==> src/rtl/ifu_multi_pkg.sv <==
// Shared definitions for the multi-instruction fetch unit: exception codes,
// the NOP used to carry fetch faults, and a block-alignment helper.
package ifu_multi_pkg;

  typedef enum logic [1:0] {
    ADEF   = 2'd0,
    I_TLBR = 2'd1,
    PIF    = 2'd2,
    PPI    = 2'd3
  } excp_t;

  localparam logic [31:0] NOP_INST = 32'h03400000;

  function automatic logic [31:0] blk_align(input logic [31:0] pc, input int unsigned fetch_w);
    return pc & ~(32'(fetch_w * 4) - 32'd1);
  endfunction

endpackage

==> src/rtl/ifu_multi_fetch_inflight_fifo.sv <==
// In-order tracker for outstanding fetch requests. Each entry carries a stale
// bit so that a redirect can discard in-flight responses without stalling.
module ifu_multi_fetch_inflight_fifo #(
  parameter int DEPTH  = 2,
  parameter int DATA_W = 8
) (
  input  logic                       clk,
  input  logic                       reset,
  input  logic                       push,
  input  logic [DATA_W-1:0]          push_data,
  input  logic                       pop,
  input  logic                       flush_mark,
  output logic [DATA_W-1:0]          head_data,
  output logic                       head_stale,
  output logic [$clog2(DEPTH+1)-1:0] cnt,
  output logic                       full,
  output logic                       empty
);

  localparam int CNT_W = $clog2(DEPTH + 1);
  localparam int PTR_W = (DEPTH > 1) ? $clog2(DEPTH) : 1;

  logic [DATA_W-1:0] mem [DEPTH];
  logic [DEPTH-1:0]  stale;
  logic [PTR_W-1:0]  rptr;
  logic [PTR_W-1:0]  wptr;
  logic              do_push;
  logic              do_pop;

  function automatic logic [PTR_W-1:0] ptr_inc(input logic [PTR_W-1:0] p);
    return (p == PTR_W'(DEPTH - 1)) ? '0 : p + PTR_W'(1);
  endfunction

  assign full       = (cnt == CNT_W'(DEPTH));
  assign empty      = (cnt == '0);
  assign do_pop     = pop && !empty;
  assign do_push    = push && (!full || do_pop);
  assign head_data  = mem[rptr];
  assign head_stale = stale[rptr];

  always_ff @(posedge clk) begin
    if (reset) begin
      rptr <= '0;
      wptr <= '0;
      cnt  <= '0;
    end else begin
      if (do_push) wptr <= ptr_inc(wptr);
      if (do_pop)  rptr <= ptr_inc(rptr);
      cnt <= cnt + CNT_W'(do_push) - CNT_W'(do_pop);
    end
  end

  // A flush in the same cycle as a push must also mark the new entry.
  always_ff @(posedge clk) begin
    if (flush_mark) stale <= '1;
    if (do_push) begin
      mem[wptr]   <= push_data;
      stale[wptr] <= flush_mark;
    end
  end

endmodule

==> src/rtl/ifu_multi.sv <==
// Instruction fetch unit: issues block-aligned fetches with same-cycle
// prediction truncation, tracks them in order and delivers each group.
module ifu_multi
  import ifu_multi_pkg::*;
#(
  parameter int          FETCH_W         = 2,
  parameter int          MAX_OUTSTANDING = 2,
  parameter logic [31:0] RESET_PC        = 32'h1c000000
) (
  input  logic                       clk,
  input  logic                       reset,
  input  logic [3:0]                 ibuf_free,
  input  logic                       raise_excp,
  input  logic [31:0]                excp_target,
  input  logic                       replay,
  input  logic [31:0]                replay_target,
  input  logic                       br_mistaken,
  input  logic [31:0]                right_target,
  input  logic                       idle,
  input  logic                       interrupt,
  output logic                       req_valid,
  output logic [31:0]                req_addr,
  input  logic                       req_ready,
  input  logic                       resp_valid,
  input  logic [FETCH_W*32-1:0]      resp_data,
  input  logic                       resp_excp,
  input  excp_t                      resp_excp_type,
  output logic [31:0]                pred_pc,
  input  logic [FETCH_W-1:0]         pred_taken,
  input  logic [FETCH_W*32-1:0]      pred_target,
  output logic [$clog2(FETCH_W):0]   out_count,
  output logic [31:0]                out_pc,
  output logic [FETCH_W*32-1:0]      out_inst,
  output logic [FETCH_W-1:0]         out_pred_taken,
  output logic [FETCH_W*32-1:0]      out_pred_target,
  output logic                       out_excp,
  output excp_t                      out_excp_type
);

  localparam int CNT_W  = $clog2(FETCH_W) + 1;
  localparam int FCNT_W = $clog2(MAX_OUTSTANDING + 1);
  localparam int ENT_W  = 32 + CNT_W + FETCH_W + FETCH_W * 32 + 1;

  logic [31:0]           pc;
  logic                  idle_state;
  logic                  halted;

  logic [CNT_W-1:0]      off;
  logic [CNT_W-1:0]      words;
  logic [31:0]           issue_next_pc;
  logic                  taken_hit;
  logic [FETCH_W-1:0]    pt_slice;
  logic [FETCH_W*32-1:0] ptgt_slice;

  logic                  redirect;
  logic [31:0]           redirect_target;
  logic                  aligned;
  logic                  space_ok;
  logic                  req_fire;
  logic                  adef_push;
  logic                  fifo_push;
  logic [ENT_W-1:0]      push_data;

  logic [ENT_W-1:0]      head_data;
  logic                  head_stale;
  logic [FCNT_W-1:0]     fifo_cnt;
  logic                  fifo_full;
  logic                  fifo_empty;
  logic                  fifo_pop;

  logic [31:0]           h_pc;
  logic [CNT_W-1:0]      h_words;
  logic [FETCH_W-1:0]    h_pt;
  logic [FETCH_W*32-1:0] h_ptgt;
  logic                  h_adef;
  logic [CNT_W-1:0]      h_off;
  logic [FETCH_W*32-1:0] resp_shift;
  logic                  deliver;
  logic                  excp_halt;

  // Fetch group: truncate at the first predicted-taken slot at or after the PC.
  always_comb begin
    off           = CNT_W'((pc >> 2) & 32'(FETCH_W - 1));
    words         = CNT_W'(FETCH_W) - off;
    taken_hit     = 1'b0;
    issue_next_pc = pc + (32'(words) << 2);
    for (int k = 0; k < FETCH_W; k++) begin
      if (!taken_hit && pred_taken[k] && (CNT_W'(k) >= off)) begin
        taken_hit     = 1'b1;
        words         = CNT_W'(k) - off + CNT_W'(1);
        issue_next_pc = pred_target[k*32 +: 32];
      end
    end
    pt_slice   = pred_taken >> off;
    ptgt_slice = pred_target >> {off, 5'b0};
  end

  assign redirect        = raise_excp || replay || br_mistaken;
  assign redirect_target = raise_excp ? excp_target :
                           replay     ? replay_target : right_target;

  assign aligned   = (pc[1:0] == 2'b00);
  assign space_ok  = (32'(ibuf_free) >= (32'(fifo_cnt) + 32'd1) * 32'(FETCH_W));
  assign req_valid = !reset && !idle_state && !halted && aligned && !fifo_full && space_ok;
  assign req_addr  = blk_align(pc, FETCH_W);
  assign req_fire  = req_valid && req_ready;
  assign pred_pc   = pc;

  // Fault entries enter only an empty tracker, so no memory response can
  // ever be pending behind one when it pops.
  assign adef_push = !reset && !halted && !aligned && fifo_empty;
  assign fifo_push = req_fire || adef_push;
  assign push_data = adef_push ? {pc, CNT_W'(1), {FETCH_W{1'b0}}, {FETCH_W*32{1'b0}}, 1'b1}
                               : {pc, words, pt_slice, ptgt_slice, 1'b0};

  ifu_multi_fetch_inflight_fifo #(
    .DEPTH  (MAX_OUTSTANDING),
    .DATA_W (ENT_W)
  ) u_inflight (
    .clk        (clk),
    .reset      (reset),
    .push       (fifo_push),
    .push_data  (push_data),
    .pop        (fifo_pop),
    .flush_mark (redirect),
    .head_data  (head_data),
    .head_stale (head_stale),
    .cnt        (fifo_cnt),
    .full       (fifo_full),
    .empty      (fifo_empty)
  );

  assign {h_pc, h_words, h_pt, h_ptgt, h_adef} = head_data;
  assign h_off      = CNT_W'((h_pc >> 2) & 32'(FETCH_W - 1));
  assign resp_shift = resp_data >> {h_off, 5'b0};
  assign fifo_pop   = !fifo_empty && (h_adef || resp_valid);
  assign deliver    = fifo_pop && !head_stale && !redirect;
  assign excp_halt  = deliver && !h_adef && resp_excp;

  always_comb begin
    out_count       = '0;
    out_pc          = h_pc;
    out_inst        = '0;
    out_pred_taken  = '0;
    out_pred_target = '0;
    out_excp        = 1'b0;
    out_excp_type   = ADEF;
    if (deliver) begin
      if (h_adef || resp_excp) begin
        out_count      = CNT_W'(1);
        out_excp       = 1'b1;
        out_excp_type  = h_adef ? ADEF : resp_excp_type;
        out_inst[31:0] = NOP_INST;
      end else begin
        out_count = h_words;
        for (int j = 0; j < FETCH_W; j++) begin
          if (CNT_W'(j) < h_words) begin
            out_inst[j*32 +: 32]        = resp_shift[j*32 +: 32];
            out_pred_taken[j]           = h_pt[j];
            out_pred_target[j*32 +: 32] = h_ptgt[j*32 +: 32];
          end
        end
      end
    end
  end

  always_ff @(posedge clk) begin
    if (reset) begin
      pc         <= RESET_PC;
      idle_state <= 1'b0;
      halted     <= 1'b0;
    end else begin
      if (redirect)      pc <= redirect_target;
      else if (req_fire) pc <= issue_next_pc;

      if (interrupt) idle_state <= 1'b0;
      else if (idle) idle_state <= 1'b1;

      if (redirect)                    halted <= 1'b0;
      else if (adef_push || excp_halt) halted <= 1'b1;
    end
  end

endmodule

==> config.mk <==
export PLATFORM = sky130hd
export DESIGN_NAME = ifu_multi
export DESIGN_NICKNAME = d
export VERILOG_FILES = /design/src/rtl/ifu_multi_pkg.sv /design/src/rtl/ifu_multi_fetch_inflight_fifo.sv /design/src/rtl/ifu_multi.sv
export SDC_FILE = /design/constraint.sdc
export NUM_CORES = 1
export LEC_CHECK = 0
export CAP_MARGIN = 20
export CORE_AREA = 2 2 183 185
export CTS_CLUSTER_SIZE = 14
export DETAILED_ROUTE_END_ITERATION = 10
export DIE_AREA = 0 0 185 187
export PLACE_DENSITY = 0.78
export RECOVER_POWER = 50
export SLEW_MARGIN = 25
export SYNTH_ARGS = -nofsm -noshare
export SYNTH_HDL_FRONTEND = slang
export SYNTH_SLANG_ARGS = --single-unit
==> constraint.sdc <==
create_clock -name clk -period 8.46 [get_ports clk]
set_input_delay 1.269 -clock clk [delete_from_list [all_inputs] [get_ports clk]]
set_output_delay 1.269 -clock clk [all_outputs]
set_load 0.02 [all_outputs]
# ---- Word-level counts from Yosys, hierarchy flattened
# Memory sizes are Yosys's and may differ from the RTL's. A register that Yosys moved wholly into a read port is not among the register bits.
# Index checks and enable logic that the tools add are counted.
dict set report op_classes {
  reduce_logical 42
  shifts 3
  n_lt_le_gt_ge 8
  n_eq_ne 1
  div 0
  muxes 43
  n_addsub 11
  n_mul 0
  n_bitwise 0
}
# cell count
set ops {}
lappend ops {{32-bit two-way mux} 12}
lappend ops {{64-bit two-way mux} 3}
lappend ops {{64-bit by 6-bit right shift with 64-bit output} 2}
lappend ops {{69-bit two-way mux} 1}
lappend ops {{32-bit by 4-bit adder with 32-bit output} 1}
lappend ops {{2-bit two-way mux} 11}
lappend ops {{1-bit logical AND} 20}
lappend ops {{1-bit two-way mux} 14}
lappend ops {{1-bit zero test} 10}
lappend ops {{1-bit logical OR} 7}
lappend ops {{2-bit by 1-bit adder with 2-bit output (second input constant)} 2}
lappend ops {{4-bit >= comparator} 1}
lappend ops {{2-bit zero test} 2}
lappend ops {{1-bit by 2-bit < comparator with 1-bit output (first input constant)} 2}
lappend ops {{1-bit by 2-bit < comparator with 1-bit output (second input constant)} 2}
lappend ops {{2-bit OR reduction} 2}
lappend ops {{1-bit by 1-bit subtractor with 2-bit output (first input constant)} 2}
lappend ops {{2-bit by 1-bit adder with 3-bit output (second input constant)} 1}
lappend ops {{1-bit adder (second input constant)} 2}
lappend ops {{2-bit by 1-bit adder with 2-bit output} 1}
lappend ops {{2-bit bitwise mux} 1}
lappend ops {{2-bit == test (second input constant)} 1}
lappend ops {{1-bit >= comparator (first input constant)} 2}
lappend ops {{2-bit nonzero test} 1}
lappend ops {{5 further kinds} 5}
dict set report totals {
  inputBits 242
  ram_bits 202
  mem_bits_ro 0
  memories 1
  wordCells 116
  regBits 40
  latchBits 0
}
# memory words word_bits rd rd_clocked_by_memory_dff write_ports line_no
set memory_table {}
lappend memory_table {u_inflight.mem 2 101 1 1 1 ifu_multi_fetch_inflight_fifo.sv:23} ;# logic [DATA_W-1:0] mem [DEPTH];

# ---- Longest topological paths before layout
dict set report logic_depth {
  depth_word 11
  depth_mapped 14
  ltp_nobuf 13
}

# ---- Modules after synthesis
# From an unflattened synthesis, not the netlist that was laid out.
dict set report unflattened {
  cells_unflattened 1228
  hier_area_um2 13382.8
}
# mod n_inst cells_each area_per_inst_um2
set modules_own_cells {}
lappend modules_own_cells {ifu_multi_fetch_inflight_fifo 1 350 7602.3}
lappend modules_own_cells {ifu_multi 1 878 5780.5}

# ---- Worst setup path after synthesis
# Ideal clock, no wire load.
dict set report synth_timing {
  kind {input -> register}
  from {input port ibuf_free[1]}
  to {memory u_inflight.mem[0][0] (netlist name), enable pin}
  path_buffers 1
  arrival_ps 6727
  setup_slack_ps 1171
  setup_ps 562
  required_time_ps 7898
  cell_stages 8
  path_cell_list {inv_1 ha_1 nand2b_1 a21oi_1 o21a_1 clkbuf_1 o21ai_1 nor2_1}
}
dict set report synth_via {
  elab_chain_len 7
}
# item line_no
set synth_rtl {}
lappend synth_rtl {{from (decl)} ifu_multi.sv:12} ;# input logic [3:0] ibuf_free,
lappend synth_rtl {{4-bit >= comparator} ifu_multi.sv:103} ;# assign space_ok = (32'(ibuf_free) >= (32'(fifo_cnt) + 32'd1) * 32'(FETCH_W));
lappend synth_rtl {{1-bit logical AND} ifu_multi.sv:104} ;# assign req_valid = !reset && !idle_state && !halted && aligned && !fifo_full && space_ok;
lappend synth_rtl {{1-bit logical AND} ifu_multi.sv:106} ;# assign req_fire = req_valid && req_ready;
lappend synth_rtl {{1-bit logical OR} ifu_multi.sv:112} ;# assign fifo_push = req_fire || adef_push;
lappend synth_rtl {{1-bit logical AND} ifu_multi_fetch_inflight_fifo.sv:37} ;# assign do_push = push && (!full || do_pop);
lappend synth_rtl {{1-bit two-way mux} ifu_multi_fetch_inflight_fifo.sv:56} ;# if (do_push) begin
lappend synth_rtl {{1-bit two-way mux (implied by the code)} ifu_multi_fetch_inflight_fifo.sv:57} ;# mem[wptr] <= push_data;
lappend synth_rtl {{to (decl)} ifu_multi_fetch_inflight_fifo.sv:23}
# Every way passes these cells.

==> flow_summary_export.csv <==
group,metric,value,unit
grt,grt_pass1_wl,69200,um
die,die-area,34600,um2
critical_path,required,7.19,ns
critical_path,r2r_cells,7,
sta,setup_viol,0,
grt,grt_overflow,0,
layout,nNetsFinal,1848,
critical_path,rr_endpoint,"pred_pc[12]",
clocking,htreeDepth,1,
yosys,synth-seq-cells,243,
yosys,syn_inst,1219,
sta,min_period,7.16,ns
die,chipWidth,185,um
critical_path,cp-start-kind,"flop",
layout,drive_above_1_share,6.06,%
die,ios,474,
power,p_leak,6.45,nW
hold_path,min_to,"u_inflight.stale[1]",
sta,totalNegativeSetupSlack,0,ns
critical_path,endpoint_kind,"output pin",
layout,fill_cells,2792,
routing,drt_first_iter_violations,939,
sta,holdWs,0.479,ns
routing,via_per_inst,5.43,
hold_path,worstHoldStart,"u_inflight.stale[1]",
clocking,clk_pin_slew,0.06,ns
placed_design,port_buffers,470,
routing,wirelength,48400,um
clocking,cts_tree,"yes",
critical_path,rr_startpoint,"pred_pc[2]",
routing,vias,11300,
clocking,insertion_delay,0.56,ns
layout,fin_util,56.1,%
placed_design,gp_congestion,0.937,
grt,grt_pass1_vias,10900,
yosys,yosys_warnings,0,
grt,antenna_found_initial,9,
clocking,postCtsSetupRepairBufs,0,
outcome,violations,"max-capacitance violations, max-slew violations",
hold_path,hold_path.class,"reg -> reg",
die,core,32900,um2
yosys,synth.avg_cell_area,10.6,um2
routing,ant_nets,0,
critical_path,critical_path_class,"reg -> out",
job,maxCapViolCount,7,
hold_path,holdPathStages,2,
critical_path,ff2ff_setup_slack,2.65,ns
sta,tightest_slew,3.17,ns
die,start_util,39.2,%
sta,final_hold_viol_count,0,
clocking,cts_buffers,27,
die,placementRows,67,
yosys,synth_ff_type,"edfxtp_1",
clocking,root_buffer,"clkbuf_16",
yosys,ys_seq_area_share,53.4,%
sta,skew,0.0262,ns
clocking,postCtsHoldBufs,0,
routing,dr.pass1.iters,5,
yosys,synth_edf_count,202,
clocking,clock_sinks,243,
grt,grt_max_degree,68,
clocking,ctsResizeCount,0,
power,vdd_ir_drop_max,0.155,mV
critical_path,critPathMaxFanout,44,
critical_path,cp.arrival,5.89,ns
grt,grt_use_total,27.1,%
power,powerDensity,214,nW/um2
layout,area_delta_synth_final,42.9,%
yosys,syn_area,12900,um2
outcome,status,"complete, but fails checks",
routing,wl_per_cell,23.3,um
routing,drc,0,
sta,max_freq,140,MHz
clocking,clockBufferDepth,3,
yosys,synth_cell_types,51,
die,die_h,187,um
sta,relSlewSlack,-111,%
yosys,async_flop_share,0,%
sta,rsz0062_at_grt,"false",
placed_design,hpwl,36300,um
sta,slew_viol_final,237,
sta,fin_crit_sh,84.6,%
[power by group]
part           total (mW)  switching [mW]  internal, mW
registers            1.62           0.116          1.50
clock network        1.13           0.474         0.654
logic                1.20           0.667         0.537
total                3.95            1.26          2.70
[area by class of cell]
class	instances	area, um2	share of cell area [%]
Antenna cell	8	20.0	0.109
Inverter	22	82.6	0.448
Clock buffer	35	747	4.05
Timing Repair Buffer	493	4900	26.6
Tap cell	448	561	3.04
Clock inverter	15	110	0.597
Sequential cell	243	6890	37.4
Multi-Input combinational cell	809	5130	27.8
[sequential cells by signal, indices dropped and copies added, names as in the netlist, named ones only]
| signal | count |
|---|---|
| halted | 1 |
| idle_state | 1 |
| pred_pc | 32 |
| u_inflight.cnt | 2 |
| u_inflight.mem | 202 |
| u_inflight.rptr | 1 |
| u_inflight.stale | 2 |
| u_inflight.wptr | 1 |
[logic make-up after synthesis]
| family | count (synthesis) | share of synthesized area, % |
|---|---|---|
| AOI/OAI and AO/OA | 219 | 11.1 |
| xor gates and xnor gates | 24 | 1.63 |
| adders and majority gates | 10 | 0.970 |
| buffers and inverters | 169 | 7.08 |
| DFF | 243 | 53.4 |
| muxes | 133 | 10.6 |
| other | 1 | 0.0291 |
| and+or+nand+nor | 420 | 15.2 |
[metrics by stage]
stage	worst slack (ns)	cell area, um2	std cells	power [mW]
final	1.30	18400	2073	3.95
after global routing	1.01	18400	2070	4.11
after CTS	1.98	18500	2065	3.99
after detailed placement	1.98	17600	2015	2.87
after global placement	2.14	17600	2013	2.84
after floorplan	1.17	12900	1221	2.35
[cells in the mapped netlist (10+ instances only)]
master / n / share of area, %
and2_1: 67 / 3.2
ha_1: 10 / 0.97
o211ai_1: 14 / 0.81
a22oi_1: 28 / 1.6
dfxtp_1: 41 / 6.4
o22ai_1: 10 / 0.49
nand3_1: 26 / 1.0
inv_1: 21 / 0.61
a221oi_1: 20 / 1.4
nor3_1: 12 / 0.47
mux2i_1: 100 / 7.8
nor2_1: 159 / 4.6
mux2_2: 33 / 2.9
buf_4: 64 / 3.7
xnor2_1: 18 / 1.2
clkbuf_1: 63 / 1.8
nand2_1: 99 / 2.9
or3_1: 15 / 0.73
a21oi_1: 65 / 2.5
o21ai_0: 37 / 1.4
edfxtp_1: 202 / 47
[critical path, cell delays in order, from the launching register on]
cell and delay (ns):
dfxtp_1 1.94, mux2_2 0.59, o21bai_1 0.19, or3_1 0.59, or4_1 0.54, buf_4 0.29, nor2_8 0.34, and2_1 0.19
clkdlybuf4s50_1 0.63
[layer usage]
| metal | vias to the layer above | share of wire [%] | track usage, % |
|---|---|---|---|
| met5 | - | 0.027 | 0 |
| met4 | 2 | 5.6 | 13.6 |
| met3 | 127 | 8.9 | 4.77 |
| met2 | 674 | 50 | 47.6 |
| met1 | 5333 | 36 | 31.5 |
| li1 | 5127 | - | - |
[how the worst max path moves through the flow]
stage,endpoint,start,depth (start not counted)
6_report,out_inst[58],flop,8
5_1_grt,out_inst[62],flop,8
4_1_cts,out_inst[3],replay,7
3_5_place_dp,out_inst[3],replay,7
3_3_place_gp,out_inst[9],replay,7
2_1_floorplan,u_inflight.mem[0][0],ibuf_free[1],8
[cells in the final DEF (no fill, tap or decap), types with 7 or more instances in the layout]
master,instances
dlygate4sd3_1,82
nand2_1,99
a221oi_1,20
o32ai_1,7
dfxtp_1,41
diode_2,8
ha_1,10
clkbuf_1,11
a211oi_1,7
nand4_1,9
clkdlybuf4s50_1,386
inv_1,21
nand3_1,26
o211ai_1,14
nor2_1,158
nand2b_1,7
xnor2_1,18
mux2i_1,99
clkinv_2,7
or3_1,15
o22ai_1,10
nor3_1,12
and2_1,35
and2_0,33
clkbuf_16,28
o21ai_0,37
and3_1,8
edfxtp_1,202
a21oi_1,65
a22oi_1,28
mux2_2,32
buf_4,14
No activity file was read; power rests on OpenSTA's default activity.
